`src/rtl/datamem_arbiter.sv`:
```
// Arbitrates the single-ported data memory between the CPU MEM stage and a burst DMA requester.
// The CPU wins by default; a starvation counter forces a stalled DMA beat every STARVE_MAX CPU wins.
module datamem_arbiter #(
  parameter int STARVE_MAX = 4,
  parameter int BURST_W    = 4
) (
  input  logic               clk,
  input  logic               rst,
  input  logic               cpu_re,
  input  logic               cpu_we,
  input  logic [63:0]        cpu_addr,
  input  logic [63:0]        cpu_wdata,
  output logic [63:0]        cpu_rdata,
  output logic               cpu_stall,
  input  logic               dma_req,
  input  logic               dma_we,
  input  logic [63:0]        dma_addr,
  input  logic [BURST_W-1:0] dma_len,
  output logic               dma_ack,
  input  logic [63:0]        dma_wdata,
  output logic               dma_wready,
  output logic               dma_rvalid,
  output logic [63:0]        dma_rdata,
  output logic               dma_done,
  output logic [63:0]        mem_addr,
  output logic               mem_we,
  output logic               mem_re,
  output logic [63:0]        mem_wdata,
  output logic [3:0]         mem_xfer_size,
  input  logic [63:0]        mem_rdata
);

  typedef enum logic [1:0] {IDLE = 2'd0, BURST = 2'd1, FORCE = 2'd2} state_t;

  state_t             state_q, state_d;
  logic [63:0]        burst_addr_q, burst_addr_d;
  logic               burst_we_q, burst_we_d;
  logic [BURST_W:0]   remaining_q, remaining_d;
  logic [3:0]         starve_cnt_q, starve_cnt_d;
  logic               rvalid_q, rvalid_d;
  logic [63:0]        rdata_q, rdata_d;
  logic               done_q, done_d;

  logic               cpu_req;
  logic               dma_beat;
  logic               cpu_access;
  logic [3:0]         starve_inc;

  assign cpu_req    = cpu_re | cpu_we;
  assign dma_beat   = (state_q == FORCE) || ((state_q == BURST) && !cpu_req);
  assign cpu_access = cpu_req && ((state_q == IDLE) || (state_q == BURST));
  assign starve_inc = starve_cnt_q + 4'd1;

  assign cpu_rdata     = mem_rdata;
  assign cpu_stall     = (state_q == FORCE);
  assign dma_ack       = (state_q == IDLE) && dma_req && !rst;
  assign dma_wready    = dma_beat && burst_we_q;
  assign dma_rvalid    = rvalid_q;
  assign dma_rdata     = rdata_q;
  assign dma_done      = done_q;
  assign mem_xfer_size = 4'b1000;

  // Memory port routing: DMA beat, CPU access, or fully quiet.
  always_comb begin
    mem_addr  = 64'd0;
    mem_we    = 1'b0;
    mem_re    = 1'b0;
    mem_wdata = 64'd0;
    if (dma_beat) begin
      mem_addr  = burst_addr_q;
      mem_we    = burst_we_q;
      mem_re    = ~burst_we_q;
      mem_wdata = dma_wdata;
    end else if (cpu_access) begin
      mem_addr  = cpu_addr;
      mem_we    = cpu_we;
      mem_re    = cpu_re;
      mem_wdata = cpu_wdata;
    end
  end

  always_comb begin
    state_d      = state_q;
    burst_addr_d = burst_addr_q;
    burst_we_d   = burst_we_q;
    remaining_d  = remaining_q;
    starve_cnt_d = starve_cnt_q;
    rvalid_d     = 1'b0;
    rdata_d      = rdata_q;
    done_d       = 1'b0;
    case (state_q)
      IDLE: begin
        if (dma_req) begin
          burst_addr_d = dma_addr;
          burst_we_d   = dma_we;
          remaining_d  = {1'b0, dma_len} + {{BURST_W{1'b0}}, 1'b1};
          starve_cnt_d = 4'd0;
          state_d      = BURST;
        end
      end
      BURST, FORCE: begin
        if (!dma_beat) begin
          starve_cnt_d = starve_inc;
          if (starve_inc == 4'(STARVE_MAX)) state_d = FORCE;
        end else begin
          burst_addr_d = burst_addr_q + 64'd8;
          remaining_d  = remaining_q - {{BURST_W{1'b0}}, 1'b1};
          starve_cnt_d = 4'd0;
          rvalid_d     = ~burst_we_q;
          if (!burst_we_q) rdata_d = mem_rdata;
          if (remaining_q == {{BURST_W{1'b0}}, 1'b1}) begin
            state_d = IDLE;
            done_d  = 1'b1;
          end else begin
            state_d = BURST;
          end
        end
      end
      default: state_d = IDLE;
    endcase
  end

  always_ff @(posedge clk) begin
    if (rst) begin
      state_q      <= IDLE;
      burst_addr_q <= 64'd0;
      burst_we_q   <= 1'b0;
      remaining_q  <= '0;
      starve_cnt_q <= 4'd0;
      rvalid_q     <= 1'b0;
      rdata_q      <= 64'd0;
      done_q       <= 1'b0;
    end else begin
      state_q      <= state_d;
      burst_addr_q <= burst_addr_d;
      burst_we_q   <= burst_we_d;
      remaining_q  <= remaining_d;
      starve_cnt_q <= starve_cnt_d;
      rvalid_q     <= rvalid_d;
      rdata_q      <= rdata_d;
      done_q       <= done_d;
    end
  end

endmodule

```
`config.mk`:
```
export PLATFORM = sky130hd
export DESIGN_NAME = datamem_arbiter
export DESIGN_NICKNAME = d
export VERILOG_FILES = /design/src/rtl/datamem_arbiter.sv
export SDC_FILE = /design/constraint.sdc
export NUM_CORES = 1
export LEC_CHECK = 0
export BUFFER_PORTS_ARGS = -buffer_cell sky130_fd_sc_hd__buf_4
export CORE_AREA = 4 4 229 231
export CTS_BUF_LIST = sky130_fd_sc_hd__clkbuf_4
export CTS_CLUSTER_SIZE = 40
export DETAILED_ROUTE_END_ITERATION = 16
export DIE_AREA = 0 0 233 235
export PLACE_DENSITY_LB_ADDON = 0.25
export SLEW_MARGIN = 10
export SYNTH_ARGS = -nofsm -noshare
export SYNTH_HDL_FRONTEND = slang
export SYNTH_SLANG_ARGS = --single-unit
```
`constraint.sdc`:
```
create_clock -name clk -period 3.6 [get_ports clk]
set_input_delay 0.72 -clock clk [delete_from_list [all_inputs] [get_ports clk]]
set_output_delay 0.72 -clock clk [all_outputs]
set_load 0.005 [all_outputs]
```
==> results of run 1 <==
[metrics by stage]
stage               setup TNS, ns  hold slack (ns)  setup slack [ns]  std cells
floorplan                       0           0.4450            0.3749       1550
global placement                0           0.4426            0.4992       2661
detailed placement              0           0.4468            0.4557       2661
CTS                       -0.6376           0.2107          -0.04012       2698
global route             -0.01039           0.2322         -0.009178       2707
finish                          0           0.3052            0.1794       2708
[metal layers]
layer / track usage [%] / part of all wire (%)
met5: 0 / 0
met4: 4.619 / 1.5
met3: 3.694 / 6.9
met2: 30.07 / 49
met1: 23.07 / 43
[how the worst max path moves through the flow]
stage                                to  slack (ns)  depth (start not counted)
after global placement     mem_addr[28]        0.50                          8
after global routing       mem_addr[57]      -0.009                          8
after CTS                 mem_wdata[10]       -0.04                          9
after floorplan            mem_addr[49]        0.37                          8
final                      mem_wdata[1]        0.18                          8
after detailed placement   mem_addr[30]        0.46                          8
[cells in the mapped netlist (4+ instances only)]
cell type  instances  area share, %
nand4_1           28            1.7
a21oi_1          120            6.0
buf_1              8           0.30
a211oi_1           7           0.52
nor2_1            51            1.9
nand2b_1           6           0.37
nor4_1            29            1.8
or3_1             11           0.69
a311oi_1           5           0.44
a22oi_1            7           0.52
o21ai_0          174            8.7
o22ai_1            5           0.31
a31oi_1           12           0.75
o32ai_1            6           0.52
a21boi_0           8           0.60
o21a_1             5           0.37
nor2b_1           11           0.69
buf_2              4           0.20
nor3_1            28            1.4
and3_1            15           0.94
nand3_1           62            3.1
mux2i_1           12            1.2
and4_1             7           0.61
nand2_1          464             17
a2bb2oi_1          7           0.61
ha_1              10            1.2
inv_1             22           0.82
clkbuf_1         107            4.0
a221oi_1           7           0.61
or4_1              7           0.52
and2_1             5           0.31
dfxtp_1          142             28
o211ai_1          19            1.4
buf_4             68            5.1
mux2_2             5           0.56
[area by class of cell]
| class | instances | area, um^2 | area share, % |
|---|---|---|---|
| multi-input combinational | 1194 | 6186 | 40.33 |
| timing repair buffer | 641 | 5070 | 33.05 |
| sequential | 142 | 2844 | 18.54 |
| tap | 672 | 840.8 | 5.481 |
| clock inverter | 15 | 175.2 | 1.142 |
| clock buffer | 17 | 127.6 | 0.8320 |
| inverter | 23 | 86.33 | 0.5628 |
| antenna | 4 | 10.01 | 0.06525 |
[critical path, cell delays in order, from the launching register on]
cell       delay, ns
dfxtp_1         0.37
inv_2           0.11
ha_4            0.16
or3b_4          0.43
nand2b_4        0.24
bufbuf_16       0.40
nand2_1         0.07
o21ai_0         0.09
buf_4           0.15
[cell usage in the layout, fill, tap and decap left out, types with 5 or more instances in the layout]
cell and instances:
a211oi_1 7, a311oi_1 5, a21oi_1 119, nor4_1 29
o211ai_1 19, a221oi_1 7, and4_1 7, nor3_1 28
a2bb2oi_1 7, buf_4 627, or3_1 11, dfxtp_1 141
a31oi_1 12, nand4_1 28, nand2b_1 5, a21boi_0 8
o22ai_1 5, and2_1 5, clkbuf_4 17, nand3_1 62
a22oi_1 7, o32ai_1 6, and3_1 15, nor2_1 49
mux2_2 5, or4_1 7, inv_6 6, nor2b_1 11
ha_1 7, o21a_1 5, nand2_1 464, mux2i_1 12
o21ai_0 171, inv_1 20, buf_16 5
[logic make-up after synthesis]
group,Yosys count,share of synthesized area [%]
other cells,2,0.07490
compound gates,413,24.06
mux,17,1.759
simple gates,746,33.38
fa+ha+maj,10,1.248
xor+xnor,4,0.3495
flops,142,28.35
buf+inv,214,10.78
[power groups by stage]
stage | logic (mW) | clock network (mW) | registers [mW]
final | 2.06 | 1.18 | 1.92
after global routing | 2.25 | 1.29 | 1.94
after CTS | 2.00 | 1.24 | 1.91
after detailed placement | 1.96 | 0 | 1.95
after global placement | 1.94 | 0 | 1.94
after floorplan | 0.986 | 0 | 1.83
[flip-flops by register name, indices dropped and copies added, names as in the netlist]
register      cells
burst_addr_q     64
burst_we_q        1
dma_done          1
dma_rdata        64
dma_rvalid        1
remaining_q       5
starve_cnt_q      4
state_q           2
[repair_timing]
action,4_1_cts,5_1_grt
cloned,4,4
setup buffers,1,2
resized for setup,4,10
endpoints found under the setup margin,101,89
pin swaps,0,1
hold buffers,0,0
==> impl_results.md, run 1 <==
- Outcome: completed
- Number of cells produced by synthesis: 1548
- Die outline width: 233 um
- Length of the first detailed-routing pass in iterations: 5
- Number of CTS-inserted buffers: 17
- Cell Int Power: 3.135 mW
- Total power of the final layout: 5.155 mW
- Number of global-route vias before repair: 12653
- Non-Filler Cell Area, Final: 15340 um^2
- Worst reg-to-reg setup slack: 0.57 ns
- Synthesized area per cell: 6.477 um^2
- Power density over cell area: 336.0 nW/um^2
- Routed length per instance: 19.35 um
- Total Wirelength: 52390 um
- Number of enable flip-flop cells after synthesis: 0
- Number of nets still failing antenna checks after routing: 0
- Number of H-tree levels: 4
- Relative contribution of sequential cells to total power: 37.2%
- Final hold violation count: 0
- Detailed-route DRC error count: 0
- Clock-pin slew reported for the worst setup and hold paths after clock tree synthesis: 0.16 ns
- Hold crit path type: input pin to register
- Endpoint kind of the worst setup timing path: output port
- Die extent in y: 235 um
- Placed inst area: 14720 um^2
- Skew-Pair Late Insertion Delay: 0.65 ns
- Worst Clk Skew: 0.03820 ns
- First-iteration detailed-routing DRC count: 973
- Fraction of final layout cells with drive strength greater than 1: 34.45%
- Aggregate global-route resource usage: 17.81%
- Synth async-reset ratio: 0%
- Count of endpoints failing setup in the final report: 0
- Initial Util: 20.03%
- Area growth from synthesis to layout: 52.98%
- Layout Nets: 2359
- Element type at the critical path start: register
- Proportion of synthesized chip area in sequential cells: 28.35%
- Share of power burned in the clock network: 22.9%
- Largest net degree at the start of global routing: 70
- Peak supply drop: 0.1906 mV
- Standard-cell row count: 82
- Post-DR vias/cell: 4.795
- Worst R2R Path Depth: 5
- End of the worst hold path: dma_rdata[17]
- Arrival time reported for the critical path endpoint: 2.70 ns
- TritonCTS clock tree: yes
- Worst reg2reg startpoint: burst_addr_q[5]
- Net Sw Power: 2.019 mW
- Filler cell count: 5636
- Final weighted congestion in routability-driven placement: 0.8986
- Total vias in the final route: 12986
- TritonCTS Sinks: 142
- Mapped cell area: 10030 um^2
- Bufs on Longest Clock Path: 2
- Final clock period utilization by the worst path: 95.02%
- Data required time of the critical path: 2.88 ns
- Sum of net half-perimeters after detailed placement: 39200 um
- Clock root buffer: clkbuf_4
- Number of antenna violations at the first check in global routing: 5
- Critical hold path startpoint: mem_rdata[17]
- First-pass GRT wire length: 76680 um
- Shortest period the worst path allows: 3.421 ns
- Normalized max-slew margin: 41.19%
- Count of final max-slew check failures: 0
- Static leakage: 6.352 nW
- Warnings from Yosys: 0
- Area of the die: 54760 um^2
- Most frequently used flop master after synthesis: dfxtp_1
- Setup CP Type: register to output port
- Port Buffers: 592
- I/O pin cnt: 597
- Final core area utilization: 30.64%
- Crit path max fanout: 41
- Leftover overflow at the end of global routing: 0
- Slew at the pin closest to its max-slew limit: 0.8741 ns
- Placeable core area: 50070 um^2
- Max Cap Violations: 0
- Achievable Freq: 0.2923 GHz
- Hold Path Stages: 3
- Unrepaired setup endpoints after global routing: true
- RR Endpoint: burst_addr_q[62]
- Net switching share of the total power: 39.17%
- Combinational cell fraction of total power: 39.9%
- Number of distinct library cells after synthesis: 70
- Yosys reg bits: 142
- Source of the critical timing path: state_q[1]
(Power assumes the default switching activity.)
==> run 2: changes to the inputs <==
- CORE_AREA: 4 4 229 231 -> 2 2 234 236
- DIE_AREA: 0 0 233 235 -> 0 0 236 238
==> run 2 against run 1 <==
Setup slack worse by 0.058 ns. Critical path depth is 1 lower. Hold slack worse by 0.073 ns. Design area unchanged. Highest routed layer is now met5. Sequential power is essentially flat.
==> impl_results.md, run 2 (synthesized netlist as in run 1, its figures left out) <==
- Outcome: completed
- Met3 WL post-DR: 3569 um
- Hold Buf Count CTS: 0
- Amount of wire on met2 after detailed routing: 24080 um
- Achievable Freq: 0.2875 GHz
- Final core area utilization: 28.68%
- Most frequent cells in the layout: buf_4, nand2_1, o21ai_0
- Standard-cell row count: 85
- Data required time of the critical path: 2.88 ns
- Slew at the pin closest to its max-slew limit: 1.068 ns
- Sum of net half-perimeters after detailed placement: 39050 um
- Static leakage: 6.340 nW
- Worst reg-to-reg setup slack: 0.63 ns
- Total vias in the final route: 13010
- RR Endpoint: dma_rdata[15]
- Count of endpoints failing setup in the final report: 0
- Area of the die: 56170 um^2
- Port Buffers: 592
- Element type at the critical path start: register
- Worst Clk Skew: 0.02265 ns
- Normalized max-slew margin: 28.02%
- Power density over cell area: 330.4 nW/um^2
- Multi-input gate area: 6186 um^2
- Die outline width: 236 um
- Final weighted congestion in routability-driven placement: 0.9987
- Number of nets still failing antenna checks after routing: 0
- Post-DR vias/cell: 4.752
- Count of final max-slew check failures: 0
- Final clock period utilization by the worst path: 96.61%
- Number of H-tree levels: 4
- First-pass GRT wire length: 75730 um
- Layout Nets: 2365
- Crit path max fanout: 14
- Source of the critical timing path: state_q[0]
- Highest layer used for signal routing: met5
- Setup CP Type: register to output port
- Aggregate negative setup slack: 0 ns
- Number of placed instances with taps included: 2693
- Clock root buffer: clkbuf_4
- Largest net degree at the start of global routing: 68
- Peak supply drop: 0.2034 mV
- I/O pin cnt: 597
- Skew-Pair Late Insertion Delay: 0.73 ns
- Most frequent standard cell in the layout excluding fill and tap cells: buf_4
- Final hold violation count: 0
- Aggregate global-route resource usage: 17.61%
- Number of antenna violations at the first check in global routing: 5
- Placeable core area: 53500 um^2
- Worst R2R Path Depth: 7
- Area growth from synthesis to layout: 52.98%
- Total Wirelength: 51930 um
- Initial Util: 18.74%
- Bufs on Longest Clock Path: 2
- TritonCTS Sinks: 142
- Critical hold path startpoint: dma_we
- Clock-pin slew reported for the worst setup and hold paths after clock tree synthesis: 0.15 ns
- Leftover overflow at the end of global routing: 0
- Number of CTS-inserted buffers: 17
- Unrepaired setup endpoints after global routing: false
- Worst-case setup margin in the final layout: 0.1219 ns
- Die extent in y: 238 um
- TritonCTS clock tree: yes
- Post-placement worst setup slack: 0.4252 ns
- Worst reg2reg startpoint: state_q[0]
- Sequential cell area: 2843 um^2
- Routed length per instance: 18.96 um
- Arrival time reported for the critical path endpoint: 2.76 ns
- Length of the first detailed-routing pass in iterations: 5
- Detailed-routing wirelength on met1: 22950 um
- Detailed-route DRC error count: 0
- Fraction of final layout cells with drive strength greater than 1: 34.49%
- Final standard cell count with taps included and fillers excluded: 2738
- Filler cell count: 5958
- Hold crit path type: input pin to register
- First-iteration detailed-routing DRC count: 973
- Max Cap Violations: 0
- Shortest period the worst path allows: 3.478 ns
- Number of global-route vias before repair: 12286
- Worst setup path endpoint: mem_wdata[61]
- Endpoint kind of the worst setup timing path: output port
run 2: metal layers:
| metal | vias up | GRT usage (%) |
|---|---|---|
| met5 | - | 0 |
| met4 | 2 | 6.099 |
| met3 | 57 | 4.373 |
| met2 | 529 | 28.09 |
| met1 | 6123 | 23.09 |
| li1 | 6299 | - |
run 2: area by class of cell:
class	instances	share of cell area, %
Multi-Input combinational cell	1194	40.33
Timing Repair Buffer	647	33.18
Sequential cell	142	18.53
Tap cell	696	5.677
Clock buffer	18	0.8809
Clock inverter	14	0.7749
Inverter	23	0.5628
Antenna cell	4	0.06525
run 2: worst min-delay path by stage:
stage               slack, ns  depth (start not counted)         endpoint
detailed placement       0.45                          2    dma_rdata[14]
global route             0.15                          3  burst_addr_q[0]
floorplan                0.45                          2   remaining_q[1]
CTS                      0.13                          3  burst_addr_q[0]
finish                   0.23                          3       burst_we_q
global placement         0.44                          2    dma_rdata[41]
run 2: power by group:
group          total, mW  internal [mW]  switching [mW]
sequential          1.90           1.70           0.208
clock               1.07          0.345           0.725
combinational       2.10           1.02            1.08
total               5.07           3.06            2.01
run 2: repair_timing:
| action | 4_1_cts | 5_1_grt |
|---|---|---|
| pin swaps | 0 | 1 |
| endpoints found under the setup margin | 118 | 89 |
| resized for setup | 12 | 2 |
| buffers inserted | 1 | 2 |
| cloned | 5 | 1 |
run 2: critical path: stages, from the launching register on:
cell,delay [ns]
dfxtp_1,0.45
inv_1,0.12
ha_2,0.29
nand2b_4,0.22
buf_12,0.15
buf_4,0.17
o21ai_0,0.41
buf_4,0.20
run 2: per-stage QoR:
step	hold WS (ns)	total power, mW	instance area (um^2)
2_1_floorplan	0.4450	2.817	10030
3_3_place_gp	0.4436	3.911	14810
3_5_place_dp	0.4466	3.925	14810
4_1_cts	0.1280	5.114	15280
5_1_grt	0.1546	5.399	15340
6_report	0.2322	5.069	15340
